## config.mk

```make
export PLATFORM = sky130hd
export DESIGN_NAME = control_unit
export DESIGN_NICKNAME = d
export VERILOG_FILES = /design/src/rtl/control_unit.sv
export SDC_FILE = /design/constraint.sdc
export NUM_CORES = 1
export LEC_CHECK = 0
export BUFFER_PORTS_ARGS = -buffer_cell sky130_fd_sc_hd__buf_2
export CAP_MARGIN = 20
export CORE_AREA = 5 5 42 44
export DETAILED_ROUTE_END_ITERATION = 10
export DIE_AREA = 0 0 47 49
export PLACE_DENSITY = 0.69
export SLEW_MARGIN = 10
export SYNTH_ARGS = -nofsm -noshare
export SYNTH_HDL_FRONTEND = slang
export SYNTH_SLANG_ARGS = --single-unit
```

## constraint.sdc

```tcl
create_clock -name clk -period 1.9 [get_ports clk]
set_input_delay 0.095 -clock clk [delete_from_list [all_inputs] [get_ports clk]]
set_output_delay 0.095 -clock clk [all_outputs]
set_load 0.05 [all_outputs]
```

## src/rtl/control_unit.sv

```systemverilog
// control_unit -- RV32I main decoder.
// Combinational decode of OP/Funct3/Funct7 into datapath control strobes,
// plus a registered sticky flag that reports any illegal encoding seen since
// the last reset.
// Build option: define CU_SYSTEM_EN to accept FENCE and SYSTEM opcodes as
// legal NOPs; when undefined they are treated as illegal encodings.

module control_unit (
  input  logic       clk,
  input  logic       rst_n,
  input  logic [6:0] OP,
  input  logic [2:0] Funct3,
  input  logic [6:0] Funct7,
  output logic       RegWrite,
  output logic       MemWrite,
  output logic       Jump,
  output logic       JumpSrc,
  output logic       MemtoReg,
  output logic       Branch,
  output logic [1:0] ALUSrcB,
  output logic       ALUResult,
  output logic       ALUSrcA,
  output logic [1:0] RegSrc,
  output logic [2:0] LoadOrStoreTYPE,
  output logic       IllegalInstr
);

  localparam logic [6:0] OP_R      = 7'b0110011;
  localparam logic [6:0] OP_IALU   = 7'b0010011;
  localparam logic [6:0] OP_LOAD   = 7'b0000011;
  localparam logic [6:0] OP_STORE  = 7'b0100011;
  localparam logic [6:0] OP_BRANCH = 7'b1100011;
  localparam logic [6:0] OP_JAL    = 7'b1101111;
  localparam logic [6:0] OP_JALR   = 7'b1100111;
  localparam logic [6:0] OP_LUI    = 7'b0110111;
  localparam logic [6:0] OP_AUIPC  = 7'b0010111;
`ifdef CU_SYSTEM_EN
  localparam logic [6:0] OP_FENCE  = 7'b0001111;
  localparam logic [6:0] OP_SYSTEM = 7'b1110011;
`endif

  localparam logic [6:0] F7_BASE = 7'b0000000;
  localparam logic [6:0] F7_ALT  = 7'b0100000;

  localparam logic [1:0] SRCB_RS2 = 2'b00;
  localparam logic [1:0] SRCB_IMM = 2'b01;

  localparam logic [1:0] WB_ALU = 2'b00;
  localparam logic [1:0] WB_MEM = 2'b01;
  localparam logic [1:0] WB_PC4 = 2'b10;
  localparam logic [1:0] WB_IMM = 2'b11;

  logic legal;
  logic illegal_q;
  logic illegal_d;

  // Legality check of the current encoding; anything not explicitly accepted is illegal.
  always_comb begin
    legal = 1'b0;
    case (OP)
      OP_R: begin
        // Only SUB and SRA use the alternate Funct7.
        legal = (Funct7 == F7_BASE) ||
                ((Funct7 == F7_ALT) && ((Funct3 == 3'b000) || (Funct3 == 3'b101)));
      end
      OP_IALU: begin
        // Funct7 is part of the immediate except for the shift forms.
        case (Funct3)
          3'b001:  legal = (Funct7 == F7_BASE);
          3'b101:  legal = (Funct7 == F7_BASE) || (Funct7 == F7_ALT);
          default: legal = 1'b1;
        endcase
      end
      OP_LOAD: begin
        legal = !((Funct3 == 3'b011) || (Funct3 == 3'b110) || (Funct3 == 3'b111));
      end
      OP_STORE: begin
        legal = (Funct3 <= 3'b010);
      end
      OP_BRANCH: begin
        legal = !((Funct3 == 3'b010) || (Funct3 == 3'b011));
      end
      OP_JAL: begin
        legal = 1'b1;
      end
      OP_JALR: begin
        legal = (Funct3 == 3'b000);
      end
      OP_LUI: begin
        legal = 1'b1;
      end
      OP_AUIPC: begin
        legal = 1'b1;
      end
`ifdef CU_SYSTEM_EN
      OP_FENCE: begin
        legal = 1'b1;
      end
      OP_SYSTEM: begin
        legal = 1'b1;
      end
`else
`endif
      default: begin
        legal = 1'b0;
      end
    endcase
  end

  // Control strobe decode; an illegal encoding leaves every strobe at 0 (NOP).
  always_comb begin
    RegWrite        = 1'b0;
    MemWrite        = 1'b0;
    Jump            = 1'b0;
    JumpSrc         = 1'b0;
    MemtoReg        = 1'b0;
    Branch          = 1'b0;
    ALUSrcB         = SRCB_RS2;
    ALUResult       = 1'b0;
    ALUSrcA         = 1'b0;
    RegSrc          = WB_ALU;
    LoadOrStoreTYPE = 3'b000;
    if (legal) begin
      case (OP)
        OP_R: begin
          RegWrite  = 1'b1;
          ALUResult = 1'b1;
        end
        OP_IALU: begin
          RegWrite  = 1'b1;
          ALUSrcB   = SRCB_IMM;
          ALUResult = 1'b1;
        end
        OP_LOAD: begin
          RegWrite        = 1'b1;
          MemtoReg        = 1'b1;
          ALUSrcB         = SRCB_IMM;
          RegSrc          = WB_MEM;
          LoadOrStoreTYPE = Funct3;
        end
        OP_STORE: begin
          MemWrite        = 1'b1;
          ALUSrcB         = SRCB_IMM;
          LoadOrStoreTYPE = Funct3;
        end
        OP_BRANCH: begin
          // ALU compares rs1/rs2; Funct3 selects the branch condition.
          Branch    = 1'b1;
          ALUResult = 1'b1;
        end
        OP_JAL: begin
          RegWrite = 1'b1;
          Jump     = 1'b1;
          JumpSrc  = 1'b0;
          RegSrc   = WB_PC4;
        end
        OP_JALR: begin
          RegWrite = 1'b1;
          Jump     = 1'b1;
          JumpSrc  = 1'b1;
          ALUSrcB  = SRCB_IMM;
          RegSrc   = WB_PC4;
        end
        OP_LUI: begin
          RegWrite = 1'b1;
          RegSrc   = WB_IMM;
        end
        OP_AUIPC: begin
          RegWrite = 1'b1;
          ALUSrcA  = 1'b1;
          ALUSrcB  = SRCB_IMM;
        end
        default: begin
          // FENCE/SYSTEM (when enabled) decode as NOP: defaults stand.
        end
      endcase
    end
  end

  // Sticky flag next state: once an illegal encoding is seen it holds.
  always_comb begin
    illegal_d = illegal_q | ~legal;
  end

  // Sticky flag register; synchronous reset dominates a coincident illegal encoding.
  always_ff @(posedge clk) begin
    if (!rst_n) begin
      illegal_q <= 1'b0;
    end else begin
      illegal_q <= illegal_d;
    end
  end

  assign IllegalInstr = illegal_q;

endmodule

```

; ---- Yosys cells after proc, flatten, opt, wreduce, memory -nomap -nowiden
; Index checks and enable logic that the tools add are counted.
[word_totals]
ff_bits = 1
inputBits = 19
word_cells = 61
[classes]
order_cmp = 1
n_eq_ne = 16
mux = 24
bitwise_logic = 2
reduce_logical = 17
[op_table]
columns = operator, n
row1 = 7-bit by 6-bit equality test with 1-bit output (second input constant), 4
row2 = 7-bit equality test (second input constant), 3
row3 = 1-bit two-way mux, 18
row4 = 7-bit by 5-bit equality test with 1-bit output (second input constant), 2
row5 = 3-bit equality test (second input constant), 3
row6 = 7-bit by 2-bit equality test with 1-bit output (second input constant), 1
row7 = 7-bit logical NOT, 1
row8 = 1-bit one-hot mux with 7 select lines, 1
row9 = 7-bit OR reduction, 1
row10 = 3-bit by 2-bit equality test with 1-bit output (second input constant), 2
row11 = 1-bit logical OR, 6
row12 = 3-bit two-way mux, 2
row13 = 2-bit one-hot mux with 3 select lines, 1
row14 = 3-bit OR reduction, 2
row15 = 5-bit OR reduction, 1
row16 = 2-bit OR reduction, 2
row17 = 3-bit by 1-bit equality test with 1-bit output (second input constant), 1
row18 = 3-bit by 2-bit <= comparator with 1-bit output (second input constant), 1
row19 = 3-bit logical NOT, 1
row20 = 1-bit logical NOT, 2
row21 = 2-bit two-way mux, 1
row22 = 1-bit one-hot mux with 2 select lines, 1
row23 = 1-bit logical AND, 1
row24 = 1-bit inverter, 1
row25 = 1-bit OR, 1

; ---- Logic depth before layout (Yosys ltp)
; Gate-level depths: netlist of run 1.
[depth]
depth_word = 7
depth_mapped = 6

; ---- Worst setup path after synthesis of run 1
; No wires, ideal clock.
[synth_path]
path_type = input port to output port
from = in OP[3]
to = out MemWrite
arrival_ns = 3.004
slack_ns = -1.199
cell_stages = 4
path_cell_list = nand3b_4 -> nor2_1 -> nand2_1 -> a2111oi_0
[synth_via]
elab_chain_len = 4
elab_cells_between_ends = 13
cone_classes = eq/ne: 9 / mux: 3 / reduce/logical: 1
[synth_rtl]
columns = element, line
row1 = from (decl), 11  ; input logic [6:0] OP,
row2 = 7-bit by 6-bit equality test with 1-bit output (tied with other cells), 60  ; case (OP)
row3 = 3-bit OR reduction (no source line), --
row4 = 1-bit one-hot mux with 7 select lines, 60
row5 = 1-bit two-way mux *, 123  ; if (legal) begin
row6 = to (decl), 15  ; output logic MemWrite,
; Mark *: on every way between the ends. The rest lies on a longest branch, timed or not.

; ---- Worst setup path after layout of run 1
[layout_path]
from = in Funct7[1]
to = out ALUResult
[layout_via]
elab_chain_len = 5
elab_cells_between_ends = 8
cone_classes = eq/ne: 1 / mux: 3 / reduce/logical: 4
[layout_rtl]
columns = element, line
row1 = from (decl), 13  ; input logic [6:0] Funct7,
row2 = 7-bit by 6-bit equality test with 1-bit output / 7-bit logical NOT (equally long branches), --
row3 = 1-bit logical OR / 1-bit logical AND (equally long branches), "70, 64"
row4 = 1-bit one-hot mux with 2 select lines / 1-bit logical OR (equally long branches), "68, 63"
row5 = 1-bit one-hot mux with 7 select lines *, 60
row6 = 1-bit two-way mux *, 123
row7 = to (decl), 21  ; output logic ALUResult,
; Marks and branches as above.

==> flow_metrics.env, run 1 <==
export IMPL_hpwl_um=1120
export IMPL_drcViolationCount=0
export IMPL_grtUsageTotal=0.111
export IMPL_dp_worst_setup_slack_ns=-0.0431
export IMPL_finalHoldViolations=0
export IMPL_power_frac_comb=0.803
export IMPL_fin_nets=112
export IMPL_synth_top_area_cell="buf_6"
export IMPL_synth_ff_type="dfxtp_1"
export IMPL_synth_top_area_frac=0.0783
export IMPL_antenna_cells=0
export IMPL_nFillCells=154
export IMPL_min_period_over_period=0.950
export IMPL_pwr_share_seq=0.197
export IMPL_rsz0062_at_grt="yes"
export IMPL_fp_dieH_um=49
export IMPL_via_per_inst=5.45
export IMPL_avgSynthCellArea_um2=7.08
export IMPL_die_w_um=47
export IMPL_drive_gt1_frac=0.516
export IMPL_hold_ws_ns=0.298
export IMPL_insertion_delay_ns=0
export IMPL_synth_area_leaders="buf_6 (7.8%), nor4_1 (7.2%), nor2_1 (7.0%), a2111oi_4 (6.4%), nor3_1 (5.8%)"
export IMPL_sw_frac_of_total=0.528
export IMPL_largest_register_ffs=1
export IMPL_hold_class="in2reg"
export IMPL_cts_setup_buffers=0
export IMPL_setup_violations=0
export IMPL_synth_most_common_cell="nor2_1"
export IMPL_vdd_drop_max_mv=0.139
export IMPL_drtIter0Drc=15
export IMPL_hold_start="rst_n"
export IMPL_place_congestion=0.890
export IMPL_drtAntennaViolNets=0
export IMPL_antenna_found_initial=0
export IMPL_p_clk_frac=0
export IMPL_slew_violations=0
export IMPL_outcome="finished, final reports clean"
export IMPL_clock_fmax_ghz=0.554
export IMPL_synth_edff_count=0
export IMPL_ys_seq_area_frac=0.0464
export IMPL_fp_dieArea_mm2=0.00230
export IMPL_design_core_area_mm2=0.00140
export IMPL_fin_skew_ns=0
export IMPL_synth_nets=80
export IMPL_via_count=583
export IMPL_path_cells="buf_2 > or4_1 > nor4_2 > o211ai_1 > o2111a_2 > a2111oi_4 > buf_6"
export IMPL_p_sw_mw=0.0626
export IMPL_path_max_fanout=3
export IMPL_setup_ws_ns=0.0944
export IMPL_start_kind="primary input"
export IMPL_multi_input_area_um2=387
export IMPL_max_stage_delay_ns=0.52
export IMPL_crit_arrival_ns=1.71
export IMPL_synth_common_cells="nor2_1 (8), nand2_1 (5), nor3_1 (5), nor4_1 (5), inv_1 (4)"
export IMPL_clkTransAtPathRegs_ns=0
export IMPL_grt_pass1_wl_um=2110
export IMPL_wirelength_um=1370
export IMPL_slew_headroom=0.672
export IMPL_fin_setup_tns_ns=0
export IMPL_tightestPinTransition_ns=0.486
export IMPL_worst_ep_required_time_ns=1.80
export IMPL_r2r_start="IllegalInstr$_SDFF_PN0_"
export IMPL_synthArstFlopShare=0
export IMPL_port_buffers=33
export IMPL_r2r_cells=1
export IMPL_grt_ovfl_total=0
export IMPL_cap_violations=0
export IMPL_period_minus_slack_ns=1.81
export IMPL_p_leak_nw=0.278
export IMPL_layout_area_seq_um2=20.0
export IMPL_ys_types=30
export IMPL_yosys_warnings=0
export IMPL_cp_slowest_cell="or4_1"
export IMPL_start_util=0.308
export IMPL_worst_setup_path_end_kind="primary output"
export IMPL_p_int_mw=0.0559
export IMPL_crit_type="in2out"
export IMPL_power_density_mw_per_mm2=188
export IMPL_holdPathStages=2
export IMPL_grt_pass1_vias=501
export IMPL_grt_max_degree=14
export IMPL_synth_cells=61
export IMPL_synth_seq_cells=1
export IMPL_post_drt_wl_per_cell_um=12.8
export IMPL_rows=14
export IMPL_dr_pass1_iters=4
export IMPL_io_pin_count=35
export IMPL_syn_to_final_growth_pct=46.1
export IMPL_netlist_area_um2=432
export IMPL_critPathLaunch="Funct7[1]"
==> cell families after synthesis <==
group / Yosys count / share of synthesized area
AO/OA/AOI/OAI: 15 / 0.301
flip-flops: 1 / 0.0464
other: 1 / 0.00869
AND/OR/NAND/NOR: 34 / 0.475
buffers and inverters: 9 / 0.148
XOR/XNOR: 1 / 0.0203
==> cells in the final DEF (no fill, tap or decap), types with 2 or more instances in the layout <==
| cell | n |
|---|---|
| nor4_2 | 3 |
| inv_1 | 4 |
| o211ai_1 | 2 |
| buf_2 | 31 |
| a21oi_1 | 2 |
| nor4_1 | 2 |
| nand2_1 | 5 |
| nor3_1 | 5 |
| nor3b_1 | 3 |
| buf_4 | 2 |
| nor2_1 | 7 |
| o21ai_0 | 2 |
| o21a_1 | 2 |
==> cell type report <==
type / instances / area share
Sequential cell: 1 / 0.0317
Inverter: 4 / 0.0238
Multi-Input combinational cell: 51 / 0.613
Tap cell: 16 / 0.0317
Timing Repair Buffer: 35 / 0.300
==> power groups by stage <==
| stage | logic [mW] | clock network [mW] | registers (mW) |
|---|---|---|---|
| 6_report | 0.0952 | 0 | 0.0233 |
| 5_1_grt | 0.104 | 0 | 0.0234 |
| 4_1_cts | 0.0935 | 0 | 0.0233 |
| 3_5_place_dp | 0.0931 | 0 | 0.0233 |
| 3_3_place_gp | 0.0915 | 0 | 0.0233 |
| 2_1_floorplan | 0.0601 | 0 | 0.0279 |
==> through the flow <==
step,instances,instance area (um^2),util,total power [mW]
final,107,631,0.450,0.119
after global routing,107,631,0.450,0.128
after floorplan,61,459,-,0.0881
after CTS,107,617,0.440,0.117
after detailed placement,107,611,0.436,0.116
after global placement,107,611,0.436,0.115
==> what timing repair did <==
action | 4_1_cts | 5_1_grt
hold buffers | 0 | 0
pin swaps | 0 | 2
endpoints found under the setup margin | 1 | 3
gates resized for setup | 2 | 3
==> path summary, 6_finish.rpt <==
path                                   to  slack [ns]
hold / removal    IllegalInstr$_SDFF_PN0_        0.30
hold reg to reg   IllegalInstr$_SDFF_PN0_        0.45
setup / recovery                ALUResult        0.09
setup reg to reg  IllegalInstr$_SDFF_PN0_        1.33
==> worst max-delay path: cells and delay by family <==
kind            cells  cell delay [ns]
buf+inv             2             0.29
simple gates        2             0.75
compound gates      3             0.56
==> routing by layer <==
layer,vias up,track usage,wire [um]
met2,28,0.183,689
met5,-,0,0
met3,0,0.0148,146
li1,290,-,-
met4,0,0,0
met1,265,0.159,535
(Power assumes the default switching activity.)
==> run 2, diff against run 1 <==
--- a/config.mk
+++ b/config.mk
@@ -11,5 +11,6 @@
 export DETAILED_ROUTE_END_ITERATION = 10
 export DIE_AREA = 0 0 47 49
-export PLACE_DENSITY = 0.69
+export PLACE_DENSITY = 0.74
+export SETUP_SLACK_MARGIN = 0.2
 export SLEW_MARGIN = 10
 export SYNTH_ARGS = -nofsm -noshare
==> constraint.sdc (replaced) <==
create_clock -name clk -period 1.9 [get_ports clk]
set_input_delay 0.095 -clock clk [delete_from_list [all_inputs] [get_ports clk]]
set_output_delay 0.095 -clock clk [all_outputs]
set_load 0.005 [all_outputs]
==> run 2 against run 1 <==
Compared with the run above: core utilization shrank 1.3 points; cell area decreased by 2.8%; via count is 0.69% lower; hold slack better by 0.013 ns; first-iteration DRC count decreased by 53%; register-to-register slack barely moved; largest cell class unchanged; combinational power fell by 15%; cell count is 0.93% higher; critical path depth is 1 higher.
==> flow_metrics.env, run 2 (synthesis gave the netlist of run 1 again) <==
export IMPL_antenna_found_initial=0
export IMPL_cts_hold_buf=0
export IMPL_start_util=0.308
export IMPL_grt_pass1_vias=526
export IMPL_power_mw=0.105
export IMPL_wirelength_um=1460
export IMPL_fin_nets=113
export IMPL_insertion_delay_ns=0
export IMPL_fp_dieArea_mm2=0.00230
export IMPL_placed_cells=106
export IMPL_dr_pass1_iters=4
export IMPL_clock_fmax_ghz=0.562
export IMPL_cap_violations=0
export IMPL_finalHoldViolations=0
export IMPL_hold_start="rst_n"
export IMPL_design_core_area_mm2=0.00140
export IMPL_io_pin_count=35
export IMPL_vdd_drop_max_mv=0.101
export IMPL_drive_gt1_frac=0.467
export IMPL_drtAntennaViolNets=0
export IMPL_fin_cells=108
export IMPL_drtIter0Drc=7
export IMPL_r2r_start="IllegalInstr$_SDFF_PN0_"
export IMPL_grtUsageTotal=0.116
export IMPL_fp_dieH_um=49
export IMPL_hpwl_um=1130
export IMPL_largest_register_ffs=1
export IMPL_drcViolationCount=0
export IMPL_grt_max_degree=14
export IMPL_post_drt_wl_per_cell_um=13.5
export IMPL_grt_ovfl_total=0
export IMPL_power_density_mw_per_mm2=171
export IMPL_place_congestion=0.809
export IMPL_via_count=579
export IMPL_fin_skew_ns=0
export IMPL_final_common_cell="buf_2"
export IMPL_r2r_cells=1
export IMPL_syn_to_final_growth_pct=42.0
export IMPL_setup_violations=0
export IMPL_outcome="finished, final reports clean"
export IMPL_critPathLaunch="Funct7[2]"
export IMPL_final_cell_mix="buf_2 (32), nor2_1 (7), nor4_1 (5), nor3_1 (5), nand2_1 (5)"
export IMPL_slew_violations=0
export IMPL_worst_ep_required_time_ns=1.80
export IMPL_antenna_cells=0
export IMPL_rows=14
export IMPL_clkTransAtPathRegs_ns=0
export IMPL_p_leak_nw=0.284
export IMPL_worst_setup_path_end_kind="primary output"
export IMPL_holdPathStages=2
export IMPL_port_buffers=33
export IMPL_fin_setup_tns_ns=0
export IMPL_start_kind="primary input"
export IMPL_path_max_fanout=2
export IMPL_min_period_over_period=0.937
export IMPL_hold_class="in2reg"
export IMPL_grt_pass1_wl_um=2210
export IMPL_rsz0062_at_grt="yes"
export IMPL_die_w_um=47
export IMPL_crit_arrival_ns=1.69
export IMPL_via_per_inst=5.36
export IMPL_crit_type="in2out"
export IMPL_period_minus_slack_ns=1.78
-- run 2: critical path, cell delays in order --
cell and delay [ns]:
buf_6 0.09, or4_1 0.52, nor4_1 0.24, o211ai_1 0.17, buf_4 0.16, a211oi_2 0.17
o21a_1 0.13, buf_2 0.11
-- run 2: worst paths after layout --
check | to | slack, ns
setup / recovery | ALUSrcB[0] | 0.12
hold / removal | IllegalInstr$_SDFF_PN0_ | 0.31
setup reg to reg | IllegalInstr$_SDFF_PN0_ | 1.32
hold reg to reg | IllegalInstr$_SDFF_PN0_ | 0.46
-- run 2: layout make-up --
class                           instances  area [um^2]
Fill cell                             168          788
Sequential cell                         1         20.0
Timing Repair Buffer                   36          198
Inverter                                4         15.0
Tap cell                               16         20.0
Multi-Input combinational cell         51          360
-- run 2: metal layers --
layer  vias to the layer above  routed length (um)  track usage
met5                         -                   0            0
met4                         0                   8            0
met3                         2                 100       0.0148
met2                        17                 779        0.215
met1                       264                 574        0.143
li1                        296                   -            -
-- run 2: report_power, final --
group | internal (mW) | switching, mW
registers | 0.0228 | 0.000620
clock network | 0 | 0
logic | 0.0333 | 0.0478
total | 0.0561 | 0.0484
-- run 2: repair_timing --
action	in CTS	in global routing
resized for setup	2	3
setup buffers	2	0
endpoints found under the setup margin	2	4
pin swaps	7	5
-- run 2: metrics by stage --
step	util	hold slack [ns]	cell area, um^2	worst slack (ns)
2_1_floorplan	-	0.213	432	0.340
3_3_place_gp	0.411	0.314	576	0.0542
3_5_place_dp	0.411	0.313	576	0.0302
4_1_cts	0.429	0.313	602	0.111
5_1_grt	0.438	0.334	613	0.0950
6_report	0.438	0.311	613	0.119
==> run 3, diff against run 2 <==
--- a/config.mk
+++ b/config.mk
@@ -6,4 +6,5 @@
 export NUM_CORES = 1
 export LEC_CHECK = 0
+export ABC_AREA = 1
 export BUFFER_PORTS_ARGS = -buffer_cell sky130_fd_sc_hd__buf_2
 export CAP_MARGIN = 20
@@ -11,5 +12,5 @@
 export DETAILED_ROUTE_END_ITERATION = 10
 export DIE_AREA = 0 0 47 49
-export PLACE_DENSITY = 0.74
+export PLACE_DENSITY = 0.81
 export SETUP_SLACK_MARGIN = 0.2
 export SLEW_MARGIN = 10
==> constraint.sdc (replaced) <==
create_clock -name clk -period 1.9 [get_ports clk]
set_input_delay 0.095 -clock clk [delete_from_list [all_inputs] [get_ports clk]]
set_output_delay 0.095 -clock clk [all_outputs]
set_load 0.02 [all_outputs]
==> run 3 against run 2 <==
Compared with the run above: sequential power about the same; global-route usage up 0.22 points; wire length down 7.3%; cell count up 33%; register-to-register slack better by 0.05 ns; area after synthesis up 20%; critical path depth up 3; die area unchanged; synthesized cell count up 57%.
==> flow_metrics.env, run 3 <==
export IMPL_drcViolationCount=0
export IMPL_slew_violations=0
export IMPL_synth_seq_cells=1
export IMPL_vdd_drop_max_mv=0.0912
export IMPL_antenna_cells=0
export IMPL_start_kind="primary input"
export IMPL_fp_dieH_um=49
export IMPL_drtAntennaViolNets=0
export IMPL_ctsResizeCount=0
export IMPL_largest_register_ffs=1
export IMPL_via_count=672
export IMPL_fin_nets=149
export IMPL_crit_arrival_ns=1.27
export IMPL_synth_top_area_cell="nand2_1"
export IMPL_hold_class="in2reg"
export IMPL_clkTransAtPathRegs_ns=0
export IMPL_grt_max_degree=7
export IMPL_p_clk_frac=0
export IMPL_r2r_cells=2
export IMPL_postLayoutCellArea_um2=696
export IMPL_yosys_warnings=0
export IMPL_outcome="finished, final reports clean"
export IMPL_post_drt_wl_per_cell_um=9.42
export IMPL_wirelength_um=1360
export IMPL_synth_common_cells="nand2_1 (22), inv_1 (13), nor2_2 (12)"
export IMPL_cts_setup_buffers=0
export IMPL_port_buffers=33
export IMPL_grtUsageTotal=0.118
export IMPL_period_minus_slack_ns=1.36
export IMPL_critPathLaunch="OP[3]"
export IMPL_synth_most_common_cell="nand2_1"
export IMPL_design_core_area_mm2=0.00140
export IMPL_fin_skew_ns=0
export IMPL_final_cell_mix="buf_2 (33), nand2_1 (22), inv_1 (13), nor2_2 (12), nor2_1 (11)"
export IMPL_layout_area_seq_um2=20.0
export IMPL_synth_cells=96
export IMPL_fp_dieArea_mm2=0.00230
export IMPL_die_w_um=47
export IMPL_drtIter0Drc=13
export IMPL_io_pin_count=35
export IMPL_synthArstFlopShare=0
export IMPL_multi_input_area_um2=417
export IMPL_final_common_cell="buf_2"
export IMPL_ys_seq_area_frac=0.0386
export IMPL_crit_type="in2out"
export IMPL_grt_pass1_vias=612
export IMPL_p_leak_nw=0.397
export IMPL_place_area_um2=696
export IMPL_rows=14
export IMPL_path_max_fanout=6
export IMPL_netlist_area_um2=518
export IMPL_syn_to_final_growth_pct=34.3
export IMPL_rsz0062_at_grt="no"
export IMPL_dr_pass1_iters=4
export IMPL_grt_pass1_wl_um=2260
export IMPL_synth_nets=115
export IMPL_min_period_over_period=0.717
export IMPL_pwr_share_seq=0.220
export IMPL_cap_violations=0
export IMPL_insertion_delay_ns=0
export IMPL_place_congestion=0.852
export IMPL_sw_frac_of_total=0.500
export IMPL_setup_violations=0
export IMPL_hpwl_um=1210
export IMPL_antenna_found_initial=0
export IMPL_via_per_inst=4.67
export IMPL_worst_setup_path_end_kind="primary output"
export IMPL_r2r_end="IllegalInstr$_SDFF_PN0_"
export IMPL_power_density_mw_per_mm2=152
export IMPL_synth_top_area_frac=0.159
export IMPL_reg2reg_setup_slack_ns=1.37
export IMPL_start_util=0.370
export IMPL_power_frac_comb=0.780
export IMPL_finalHoldViolations=0
export IMPL_cp_endpoint="ALUResult"
export IMPL_fin_setup_tns_ns=0
export IMPL_worst_ep_required_time_ns=1.80
export IMPL_p_sw_mw=0.0527
export IMPL_cts_hold_buf=0
export IMPL_drive_gt1_frac=0.508
export IMPL_hold_start="rst_n"
export IMPL_nFillCells=152
export IMPL_r2r_start="IllegalInstr$_SDFF_PN0_"
export IMPL_clock_fmax_ghz=0.734
export IMPL_avgSynthCellArea_um2=5.40
export IMPL_ys_types=22
export IMPL_synth_area_leaders="nand2_1 (16%), nor2_2 (14%), inv_1 (9.4%), nor2_1 (8.0%), nand2_2 (7.2%)"
export IMPL_synth_ff_type="dfxtp_1"
export IMPL_grt_ovfl_total=0
export IMPL_synth_edff_count=0
export IMPL_p_int_mw=0.0528
## run 3: cell types whose count changed in the layout (fill, tap and decap cells not counted), moves of 4 or more
cell / previous run / this run
inv_1: 4 / 13
inv_2: 0 / 5
nand2_1: 5 / 22
nand2_2: 0 / 6
nand3_1: 0 / 6
nor2_1: 7 / 11
nor2_2: 0 / 12
nor4_1: 5 / 0
## run 3: worst max-delay path, stage by stage
cell and delay, ns:
buf_2 0.10, inv_1 0.07, nand2_2 0.07, nor2_4 0.16, inv_2 0.08, nor2_2 0.16, nand2_2 0.09, nand4_4 0.12
inv_4 0.07, nor2_2 0.08, buf_2 0.16
## run 3: final cells by class
type                       count  share of cell area
inverter                      19               0.106
multi-input combinational     75               0.599
sequential                     1              0.0288
tap                           16              0.0288
timing repair buffer          33               0.237
## run 3: kinds of logic after synthesis
group	synth area share
buf+inv	0.157
compound gates	0.106
other cells	0.00724
simple gates	0.691
flops	0.0386
## run 3: power groups by stage
stage	logic [mW]	registers, mW	clock network, mW
final	0.0822	0.0232	0
after global routing	0.0912	0.0235	0
after CTS	0.0823	0.0233	0
after detailed placement	0.0819	0.0233	0
after global placement	0.0803	0.0233	0
after floorplan	0.0485	0.0250	0
## run 3: stage by stage
step	setup WS, ns	cells	util	total power [mW]	hold slack, ns
final	0.537	144	0.496	0.105	0.323
after global routing	0.407	144	0.496	0.115	0.336
after CTS	0.537	144	0.496	0.106	0.325
after detailed placement	0.543	144	0.496	0.105	0.324
after global placement	0.563	144	0.496	0.104	0.328
after floorplan	0.740	96	-	0.0735	0.217
## run 3: how the worst min path moves through the flow
stage,end,slack (ns),cells after the start
floorplan,IllegalInstr$_SDFF_PN0_,0.22,2
global placement,IllegalInstr$_SDFF_PN0_,0.33,3
detailed placement,IllegalInstr$_SDFF_PN0_,0.32,3
CTS,IllegalInstr$_SDFF_PN0_,0.32,3
global route,IllegalInstr$_SDFF_PN0_,0.34,3
finish,IllegalInstr$_SDFF_PN0_,0.32,3
## run 3: routing by layer
layer | share of wire | GRT usage | up-vias
met5 | 0 | 0 | -
met4 | 0 | 0 | 0
met3 | 0.086 | 0.00738 | 0
met2 | 0.53 | 0.233 | 26
met1 | 0.38 | 0.137 | 288
li1 | - | - | 358
